**src/rtl/fifo_push_arb.sv**
```systemverilog
// Round-robin arbiter that shares one fifo push port among NREQ requesters through a one-entry stage.
// Define FIFO_ARB_STATS_EN to add per-requester saturating grant counters (clr_i, gnt_cnt_o).
module fifo_push_arb #(
    parameter int NREQ  = 4,
    parameter int WIDTH = 32
`ifdef FIFO_ARB_STATS_EN
    ,
    parameter int CNT_W = 16
`endif
) (
    input  logic                  clk_i,
    input  logic                  rst_i,
    input  logic [NREQ-1:0]       req_i,
    input  logic [NREQ*WIDTH-1:0] data_i,
    output logic [NREQ-1:0]       gnt_o,
    output logic                  push_o,
    output logic [WIDTH-1:0]      push_data_o,
    input  logic                  full_i
`ifdef FIFO_ARB_STATS_EN
    ,
    input  logic                  clr_i,
    output logic [NREQ*CNT_W-1:0] gnt_cnt_o
`endif
);

    localparam int PTR_W = $clog2(NREQ);

    logic                 vld_reg;
    logic [WIDTH-1:0]     data_reg;
    logic [PTR_W-1:0]     ptr_reg;
    logic [PTR_W-1:0]     ptr_next;

    logic                 accept;
    logic                 drain;
    logic                 any_gnt;
    logic [NREQ-1:0]      gnt;
    logic [PTR_W-1:0]     gnt_idx;
    logic [PTR_W:0]       pos;
    logic [WIDTH-1:0]     word_arr [NREQ];

    genvar gi;

    generate
        for (gi = 0; gi < NREQ; gi++) begin : g_word
            assign word_arr[gi] = data_i[gi*WIDTH +: WIDTH];
        end
    endgenerate

    // The stage can take a word if it is empty or is being pushed into the fifo this cycle.
    assign drain  = vld_reg && !full_i;
    assign accept = !vld_reg || !full_i;

    always_comb begin
        gnt     = '0;
        gnt_idx = '0;
        any_gnt = 1'b0;
        pos     = '0;
        if (accept && !rst_i) begin
            for (int k = 0; k < NREQ; k++) begin
                pos = {1'b0, ptr_reg} + (PTR_W+1)'(k);
                if (pos >= (PTR_W+1)'(NREQ)) begin
                    pos = pos - (PTR_W+1)'(NREQ);
                end
                if (!any_gnt && req_i[pos[PTR_W-1:0]]) begin
                    any_gnt                = 1'b1;
                    gnt_idx                = pos[PTR_W-1:0];
                    gnt[pos[PTR_W-1:0]]    = 1'b1;
                end
            end
        end
    end

    always_comb begin
        ptr_next = gnt_idx + PTR_W'(1);
        if (gnt_idx == PTR_W'(NREQ-1)) begin
            ptr_next = '0;
        end
    end

    // Priority only moves on a grant, so a blocked fifo never reshuffles the order.
    always_ff @(posedge clk_i or posedge rst_i) begin
        if (rst_i) begin
            vld_reg  <= 1'b0;
            data_reg <= '0;
            ptr_reg  <= '0;
        end else if (any_gnt) begin
            vld_reg  <= 1'b1;
            data_reg <= word_arr[gnt_idx];
            ptr_reg  <= ptr_next;
        end else if (drain) begin
            vld_reg  <= 1'b0;
        end
    end

    assign gnt_o       = gnt;
    assign push_o      = vld_reg;
    assign push_data_o = data_reg;

`ifdef FIFO_ARB_STATS_EN
    generate
        for (gi = 0; gi < NREQ; gi++) begin : g_cnt
            logic [CNT_W-1:0] cnt_reg;

            // Clear wins over a same-cycle grant; counts stick at all-ones.
            always_ff @(posedge clk_i or posedge rst_i) begin
                if (rst_i) begin
                    cnt_reg <= '0;
                end else if (clr_i) begin
                    cnt_reg <= '0;
                end else if (gnt[gi] && (cnt_reg != {CNT_W{1'b1}})) begin
                    cnt_reg <= cnt_reg + CNT_W'(1);
                end
            end

            assign gnt_cnt_o[gi*CNT_W +: CNT_W] = cnt_reg;
        end
    endgenerate
`endif

endmodule

```
**config.mk**
```make
export PLATFORM = sky130hd
export DESIGN_NAME = fifo_push_arb
export DESIGN_NICKNAME = d
export VERILOG_FILES = /design/src/rtl/fifo_push_arb.sv
export SDC_FILE = /design/constraint.sdc
export NUM_CORES = 1
export LEC_CHECK = 0
export BUFFER_PORTS_ARGS = -buffer_cell sky130_fd_sc_hd__buf_2
export CAP_MARGIN = 10
export CORE_MARGIN = 4
export CORE_UTILIZATION = 35
export CTS_BUF_LIST = sky130_fd_sc_hd__clkbuf_2 sky130_fd_sc_hd__clkbuf_4 sky130_fd_sc_hd__clkbuf_8
export DETAILED_ROUTE_END_ITERATION = 16
export PLACE_DENSITY = 0.81
export REMOVE_ABC_BUFFERS = 1
export SYNTH_ARGS = -nofsm -noshare
export SYNTH_HDL_FRONTEND = slang
export SYNTH_SLANG_ARGS = --single-unit
```
**constraint.sdc**
```tcl
create_clock -name clk_i -period 2.5 [get_ports clk_i]
set_clock_uncertainty 0.05 [all_clocks]
set_input_delay 0.375 -clock clk_i [delete_from_list [all_inputs] [get_ports clk_i]]
set_output_delay 0.375 -clock clk_i [all_outputs]
set_load 0.02 [all_outputs]
```
# Word-level counts from Yosys, hierarchy flattened
# Cells that the tools add are included.
# W data, S select, Z words.
[op_classes]
n_reduce_logical = 17
n_eq_ne = 1
order_cmp = 13
n_addsub = 8
muxes = 51
bitwise = 4
[ops]
columns = ["operator", "count"]
rows = [
  ["$bmux W32 S2", 1],
  ["$mux W32", 2],
  ["$mux W4", 8],
  ["$mux W2", 14],
  ["$mux W1", 18],
  ["$ge A3 B3 Y1 const B", 4],
  ["$lt A2 B3 Y1 const B", 4],
  ["$or A4 B4 Y4", 3],
  ["$logic_and A1 B1 Y1", 9],
  ["$bmux W1 S2", 4],
  ["$demux W1 S2", 4],
  ["$ge A2 B1 Y1 const B", 4],
  ["$sub A2 B1 Y2 const B", 4],
  ["$add A2 B2 Y3 const B", 2],
  ["$logic_not A1 Y1", 6],
  ["$add A2 B1 Y3 const B", 1],
  ["$ge A2 B3 Y1 const B", 1],
  ["$not A2 Y3", 1],
  ["$add A2 B1 Y2 const B", 1],
  ["$eq A2 B2 Y1 const B", 1],
  ["$reduce_bool A2 Y1", 1],
  ["$logic_or A1 B1 Y1", 1],
]
[word_totals]
wordCells = 97
output_inout_bits = 37
inputBits = 135
ff_bits = 35

# Depth between registers and ports, before layout
# Gate-level depths: netlist of the first run.
[depth]
depth_word = 24
depth_mapped = 11
depth_no_buf = 8

# Least setup slack after synthesis of the first run
# No wires, ideal clock.
[synth_timing]
kind = "in2reg"
start = "input rst_i"
end = "register data_reg[1], in the netlist push_data_o[1]"
arrival_time_ps = 2752
stages = 6
setup_slack_ps = -396
required_ps = 2356
setup_time_ps = 94
path_buffers = 1
path_cell_list = "inv_1 nand2_1 a21oi_1 dlygate4sd3_1 nor2_1 a221oi_2"
[synth_via]
elab_chain_cells = 7
elab_cells_between_ends = 8
cone_classes = "mux (5); bitwise (1); reduce/logical (2)"
[synth_lines]
columns = ["element", "line", "source"]
rows = [
  ["start, declared", "12", "input logic rst_i,"],
  ["$logic_not A1 Y1 (no line) *", "-", ""],
  ["$logic_and A1 B1 Y1 *", "58", "if (accept && !rst_i) begin"],
  ["$mux W2", "58", ""],
  ["$not A2 Y3 (implied by the code)", "88", "data_reg <= word_arr[gnt_idx];"],
  ["$bmux W32 S2", "88", ""],
  ["$mux W32 (implied by the code) (2 in a row)", "88", ""],
  ["end signal, assigned", "88", ""],
  ["end, declared", "29", "logic [WIDTH-1:0] data_reg;"],
]
# Mark *: on every way between the ends. The rest lies on a longest branch, timed or not. The select of a mux whose other input is x is not followed.
# A chain may end at the register's enable or synchronous reset.

# Worst setup path in the final report of the first run
[layout_timing]
start = "register ptr_reg[0]"
end = "output gnt_o[1]"
[layout_via]
elab_chain_cells = 19
elab_cells_between_ends = 70
cone_classes = "add/sub (7); order compare (12); mux (38); bitwise (3); reduce/logical (10)"
[layout_lines]
columns = ["element", "line", "source"]
rows = [
  ["start, declared", "30", "logic [PTR_W-1:0] ptr_reg;"],
  ["start signal, assigned", "89", "ptr_reg <= ptr_next;"],
  ["parallel branches: the longest is 17 deep, another holds $add A2 B1 Y3", "-", ""],
  ["$mux W4 *", "64", "if (!any_gnt && req_i[pos[PTR_W-1:0]]) begin"],
  ["$mux W4 *", "58", ""],
  ["end, declared", "15", "output logic [NREQ-1:0] gnt_o,"],
]
# Every way passes the cells marked *. The select of a mux whose other input is x is not followed.

==> results_dict.tcl, run 1 <==
set metrics [dict create \
    hold_viol_final 0 \
    grt-ovfl-total 0 \
    grt_pass1_vias 3105 \
    crit_path_end_kind "primary output" \
    fillers 640 \
    vias_per_cell 5.26 \
    drtAntennaViolNets 0 \
    tritoncts "done" \
    cts-htree-levels 2 \
    die_width_um 97.5 \
    grt.busiest_layer "met2" \
    relSlewSlack_pct 53.6 \
    fmax_ghz 0.375 \
    finalSetupViolations 37 \
    wl_per_cell_um 19.1 \
    crit_slowest_cell "dfrtp_1" \
    violations "setup timing" \
    grt_pass1_wl_mm 15.7 \
    r2r_setup_slack_ns -0.11 \
    grt_use_met1_pct 24.5 \
    use_met3_pct 3.80 \
    syn_avg_cell_area_sq_um 11.5 \
    cts_sinks 35 \
    holdWs_ns 0.169 \
    cts_buffers 5 \
    io_pins 172 \
    largest_reg_flops 32 \
    synth_cell_type_count 37 \
    dr.first_iter.drc_count 83 \
    grt.total_usage_pct 20.4 \
    path_delay_family "simple AND/OR/NAND/NOR gates" \
    r2r-start "ptr_reg[0]" \
    wl_mm 10.4 \
    synthCells 243 \
    period_needed_ns 2.67 \
    arrival_ns 2.24 \
    mostFrequentLayoutCell "buf_2" \
    dp_hpwl_mm 6.56 \
    status "complete, but fails checks" \
    rows 32 \
    drcViolationCount 0 \
    synth_edf_count 0 \
    path_clk_slew_ns 0.07 \
    dieArea_sq_um 9510 \
    synth-main-ff-cell "dfrtp_1" \
    critPathKind "reg2out" \
    pre_cts_slack_ns -0.358 \
    diodes 0 \
    postLayoutCoreUtil_pct 57.6 \
    die_h_um 97.5 \
    period_share_pct 107 \
    nets 585 \
    p_leak_uw 0.00221 \
    max_slew.worst_pin.slew_ns 0.694 \
    clk_latency_ns 0.28 \
    fin_ws_ns -0.166 \
    io_buffers 171 \
    worstSetupStartpointType "register" \
    ctsLongestPathBuffers 2 \
    core_area_sq_um 7770 \
    rsz0062_at_grt "true" \
    cp.buffers_inverters 3 \
    cts_root_buf "clkbuf_8" \
    reg2reg_depth 11 \
    layout_common_cells "buf_2, nor2_1, dfrtp_1" \
    syn2layout_area_growth_pct 59.5 \
    antenna_found_initial 0 \
    drt_first_pass_iters 4 \
    ys_warn_count 0 \
    path_cells "inv_2 > ha_4 > mux4_2 > buf_6 > nor2b_4 > a22oi_1 > nor2_1 > a221oi_2 > nor2_1 > buf_4" \
    max_stage_delay_ns 0.40 \
    hold_path.class "in2async" \
    gp_congestion 0.875 \
    async_flop_share_pct 100 \
    cp.required_ns 2.08 \
    yosysSeqAreaShare_pct 31.2 \
    final_max_slew_viol_count 0 \
    cp_max_fo 5 \
    drive_gt1_share_pct 69.3 \
    grt_max_degree 36 \
    cpMostUsedCell "nor2_1" \
    syn_area_sq_um 2810 \
    drv_cap 0 \
    rr_endpoint "push_data_o[10]" \
    fin_tns_setup_ns -2.82 \
    start_util_pct 36.1 \
    synth_seq_cells 35 \
    design_area_sq_um 4480 \
    power_density_nw_per_um2 1180 \
    dr_total_vias 2866 \
    placed_area_sq_um 3790 \
    grt_use_met2_pct 37.4 \
    ir_worst_vdd_mv 0.520 \
]
-- where the power goes --
part / switching (uW) / internal [uW] / total (uW)
registers: 175 / 848 / 1020
clock network: 212 / 206 / 418
logic: 1960 / 1890 / 3850
total: 2350 / 2940 / 5290
-- worst min-delay path: cells and delay by family --
family	cells	cell delay, ns
buffers and inverters	3	0.56
-- cell usage after synthesis (all sizes together) (2+ instances only) --
library cell	number	share of area, %
ha	8	3.6
mux4	3	2.5
a221oi	36	18
mux2i	67	24
dfrtp	35	31
a21oi	3	0.54
nor2	43	5.8
o21ai	2	0.49
buf	15	5.6
nand2	4	0.80
a211oi	2	0.54
inv	4	0.54
a22oi	5	1.3
nor2b	2	0.71
-- cell families after synthesis --
family / count (synthesis) / synth area share [%]
buf+inv: 22 / 6.96
mux: 70 / 26.4
simple gates: 54 / 8.65
flops: 35 / 31.2
fa+ha+maj: 8 / 3.57
xor+xnor: 1 / 0.312
compound gates: 53 / 22.9
-- per-stage QoR --
step	power, uW	cells
2_1_floorplan	2940	225
3_3_place_gp	3750	516
5_1_grt	5600	545
6_report	5290	545
3_5_place_dp	3840	516
4_1_cts	5010	540
-- worst max path at each step --
stage	from	endpoint	slack (ns)	depth (start not counted)
6_report	ptr_reg[0]	gnt_o[1]	-0.17	10
5_1_grt	ptr_reg[0]	gnt_o[1]	-0.29	9
4_1_cts	ptr_reg[0]	gnt_o[1]	-0.14	9
3_5_place_dp	ptr_reg[0]	push_data_o[0]	-0.36	7
3_3_place_gp	req_i[0]	push_data_o[0]	-0.28	6
2_1_floorplan	ptr_reg[0]	push_data_o[0]	-2.32	7
-- metal layers --
| layer | wire (um) | vias up |
|---|---|---|
| li1 | - | 1349 |
| met1 | 4040 | 1368 |
| met2 | 5590 | 132 |
| met3 | 606 | 17 |
| met4 | 182 | 0 |
| met5 | 0 | - |
-- repair_timing --
action / CTS / global route
gates resized for setup: 41 / 42
pin swaps: 30 / 11
hold buffers: 0 / 0
cloned: 7 / 1
endpoints found under the setup margin: 37 / 37
buffers inserted: 9 / 7
-- cell type report --
class / count / area, sq um / area share (%)
Clock inverter: 2 / 12.5 / 0.280
Sequential cell: 35 / 876 / 19.6
Multi-Input combinational cell: 187 / 2020 / 45.1
Timing Repair Buffer: 209 / 1350 / 30.2
Inverter: 4 / 15.0 / 0.335
Tap cell: 102 / 128 / 2.85
Clock buffer: 6 / 76.3 / 1.71
Note: power is estimated with default switching activity, not from simulation.
==> run 2, diff against run 1 <==
- RECOVER_POWER: unset -> 50
==> run 2 against run 1 <==
Net effect: the flow finishes with violations (capacitance limit, slew limit, setup timing); power down 0.11%; via count fell by 0.24%; die area is the same; routed wire length hardly changed; cell area shrank 0.11%; hold slack better by 0.14 ns; clock-buffer cell count stayed put; utilization shrank 0.064 points; largest cell class unchanged; highest routed layer unchanged.
==> results_dict.tcl, run 2 (synthesized netlist as in run 1, its figures left out) <==
set metrics [dict create \
    drv_cap 1 \
    pwr-share-clk_pct 7.9 \
    hold_buffers 0 \
    start_util_pct 36.1 \
    max_slew.worst_pin.slew_ns 1.96 \
    violations "capacitance limit, slew limit, setup timing" \
    dr.first_iter.drc_count 88 \
    cts-htree-levels 2 \
    drcViolationCount 0 \
    min_to "push_o" \
    diodes 0 \
    arrival_ns 2.24 \
    drt_first_pass_iters 4 \
    design_area_sq_um 4470 \
    hold_path_depth 3 \
    io_buffers 171 \
    r2r_setup_slack_ns -0.11 \
    largest_reg_flops 32 \
    period_share_pct 107 \
    fillers 642 \
    hold_path.class "in2reg" \
    seq_power_share_pct 19.4 \
    relSlewSlack_pct -30.8 \
    critPathKind "reg2out" \
    switching_share_pct 44.3 \
    grt_max_degree 36 \
    drtAntennaViolNets 0 \
    p_comb_share_pct 72.8 \
    fin_ws_ns -0.169 \
    cp_max_fo 5 \
    cts_sinks 35 \
    syn2layout_area_growth_pct 59.4 \
    p_switching_uw 2340 \
    wl_mm 10.4 \
    placed_area_sq_um 3790 \
    layout_common_cells "buf_2, nor2_1, dfrtp_1" \
    finalSetupViolations 37 \
    antenna_found_initial 0 \
    multi_input_area_sq_um 2020 \
    die_h_um 97.5 \
    fmax_ghz 0.375 \
    hold_viol_final 0 \
    wl_per_cell_um 19.1 \
    die_width_um 97.5 \
    fin_tns_setup_ns -2.91 \
    core_area_sq_um 7770 \
    grt-ovfl-total 0 \
    status "complete, but fails checks" \
    p_leak_uw 0.00221 \
    path_clk_slew_ns 0.07 \
    nets 585 \
    grt.total_usage_pct 20.4 \
    seq_area_sq_um 876 \
    rows 32 \
    mostFrequentLayoutCell "buf_2" \
    rr_endpoint "push_data_o[10]" \
    cts_root_buf "clkbuf_8" \
    period_needed_ns 2.67 \
    dp_hpwl_mm 6.56 \
    tritoncts "done" \
    cp.required_ns 2.08 \
    drive_gt1_share_pct 68.8 \
    grt_pass1_vias 3105 \
    grt_pass1_wl_mm 15.7 \
    reg2reg_depth 11 \
    ctsLongestPathBuffers 2 \
    final_max_slew_viol_count 36 \
    dr_total_vias 2859 \
    rsz0062_at_grt "true" \
    clk_latency_ns 0.28 \
    power_density_nw_per_um2 1180 \
    ir_worst_vdd_mv 0.520 \
    io_pins 172 \
    vias_per_cell 5.25 \
    crit_path_end_kind "primary output" \
    cts_buffers 5 \
    worstSetupStartpointType "register" \
    r2r-start "ptr_reg[0]" \
    intPower_uw 2940 \
    dieArea_sq_um 9510 \
    min-delay-start "full_i" \
    gp_congestion 0.875 \
]
==> run 2: area by class of cell <==
class,instances,share of cell area [%]
Timing Repair Buffer,209,30.1
Sequential cell,35,19.6
Tap cell,102,2.85
Clock inverter,2,0.280
Clock buffer,6,1.71
Inverter,4,0.336
Multi-Input combinational cell,187,45.1
==> run 2: what timing repair did <==
item | 4_1_cts | 5_1_grt
pin swaps | 30 | 11
gates cloned | 7 | 1
buffers inserted | 9 | 7
gates resized for setup | 41 | 42
endpoints found under the setup margin | 37 | 37
==> run 2: power by group through the flow <==
stage               sequential (uW)  combinational (uW)  clock, uW
floorplan                      1370                1570          0
global placement               1010                2740          0
detailed placement             1010                2830          0
CTS                            1020                3560        426
global route                   1060                4070        459
finish                         1020                3840        417
==> run 2: worst max path at each step <==
stage / cells after the start / to / startpoint
floorplan: 7 / push_data_o[0] / ptr_reg[0]
global placement: 6 / push_data_o[0] / req_i[0]
detailed placement: 7 / push_data_o[0] / ptr_reg[0]
CTS: 9 / gnt_o[1] / ptr_reg[0]
global route: 9 / gnt_o[1] / ptr_reg[0]
finish: 10 / gnt_o[1] / ptr_reg[0]
==> run 2: stage by stage <==
| step | hold slack (ns) | power, uW | cells | util [%] | setup WS, ns |
|---|---|---|---|---|---|
| 2_1_floorplan | 0.453 | 2940 | 225 | - | -2.32 |
| 5_1_grt | 0.299 | 5590 | 545 | 57.6 | -0.285 |
| 3_5_place_dp | 0.491 | 3840 | 516 | 48.8 | -0.358 |
| 4_1_cts | 0.178 | 5010 | 540 | 55.0 | -0.143 |
| 3_3_place_gp | 0.443 | 3750 | 516 | 48.8 | -0.284 |
| 6_report | 0.312 | 5280 | 545 | 57.6 | -0.169 |
==> run 2: layer usage <==
metal | part of all wire [%] | wire, um | up-vias | track usage [%]
met5 | 0 | 0 | - | 0
met4 | 1.7 | 182 | 0 | 4.69
met3 | 6.2 | 648 | 17 | 3.80
met2 | 54 | 5600 | 129 | 37.4
met1 | 38 | 4000 | 1365 | 24.5
li1 | - | - | 1348 | -
==> run 2: critical path, stage by stage (launching register included) <==
cell,delay (ns)
dfrtp_1,0.40
inv_2,0.07
ha_4,0.28
mux4_2,0.34
buf_6,0.16
nor2b_4,0.19
a22oi_1,0.09
nor2_1,0.13
a221oi_2,0.04
nor2_1,0.10
buf_4,0.15
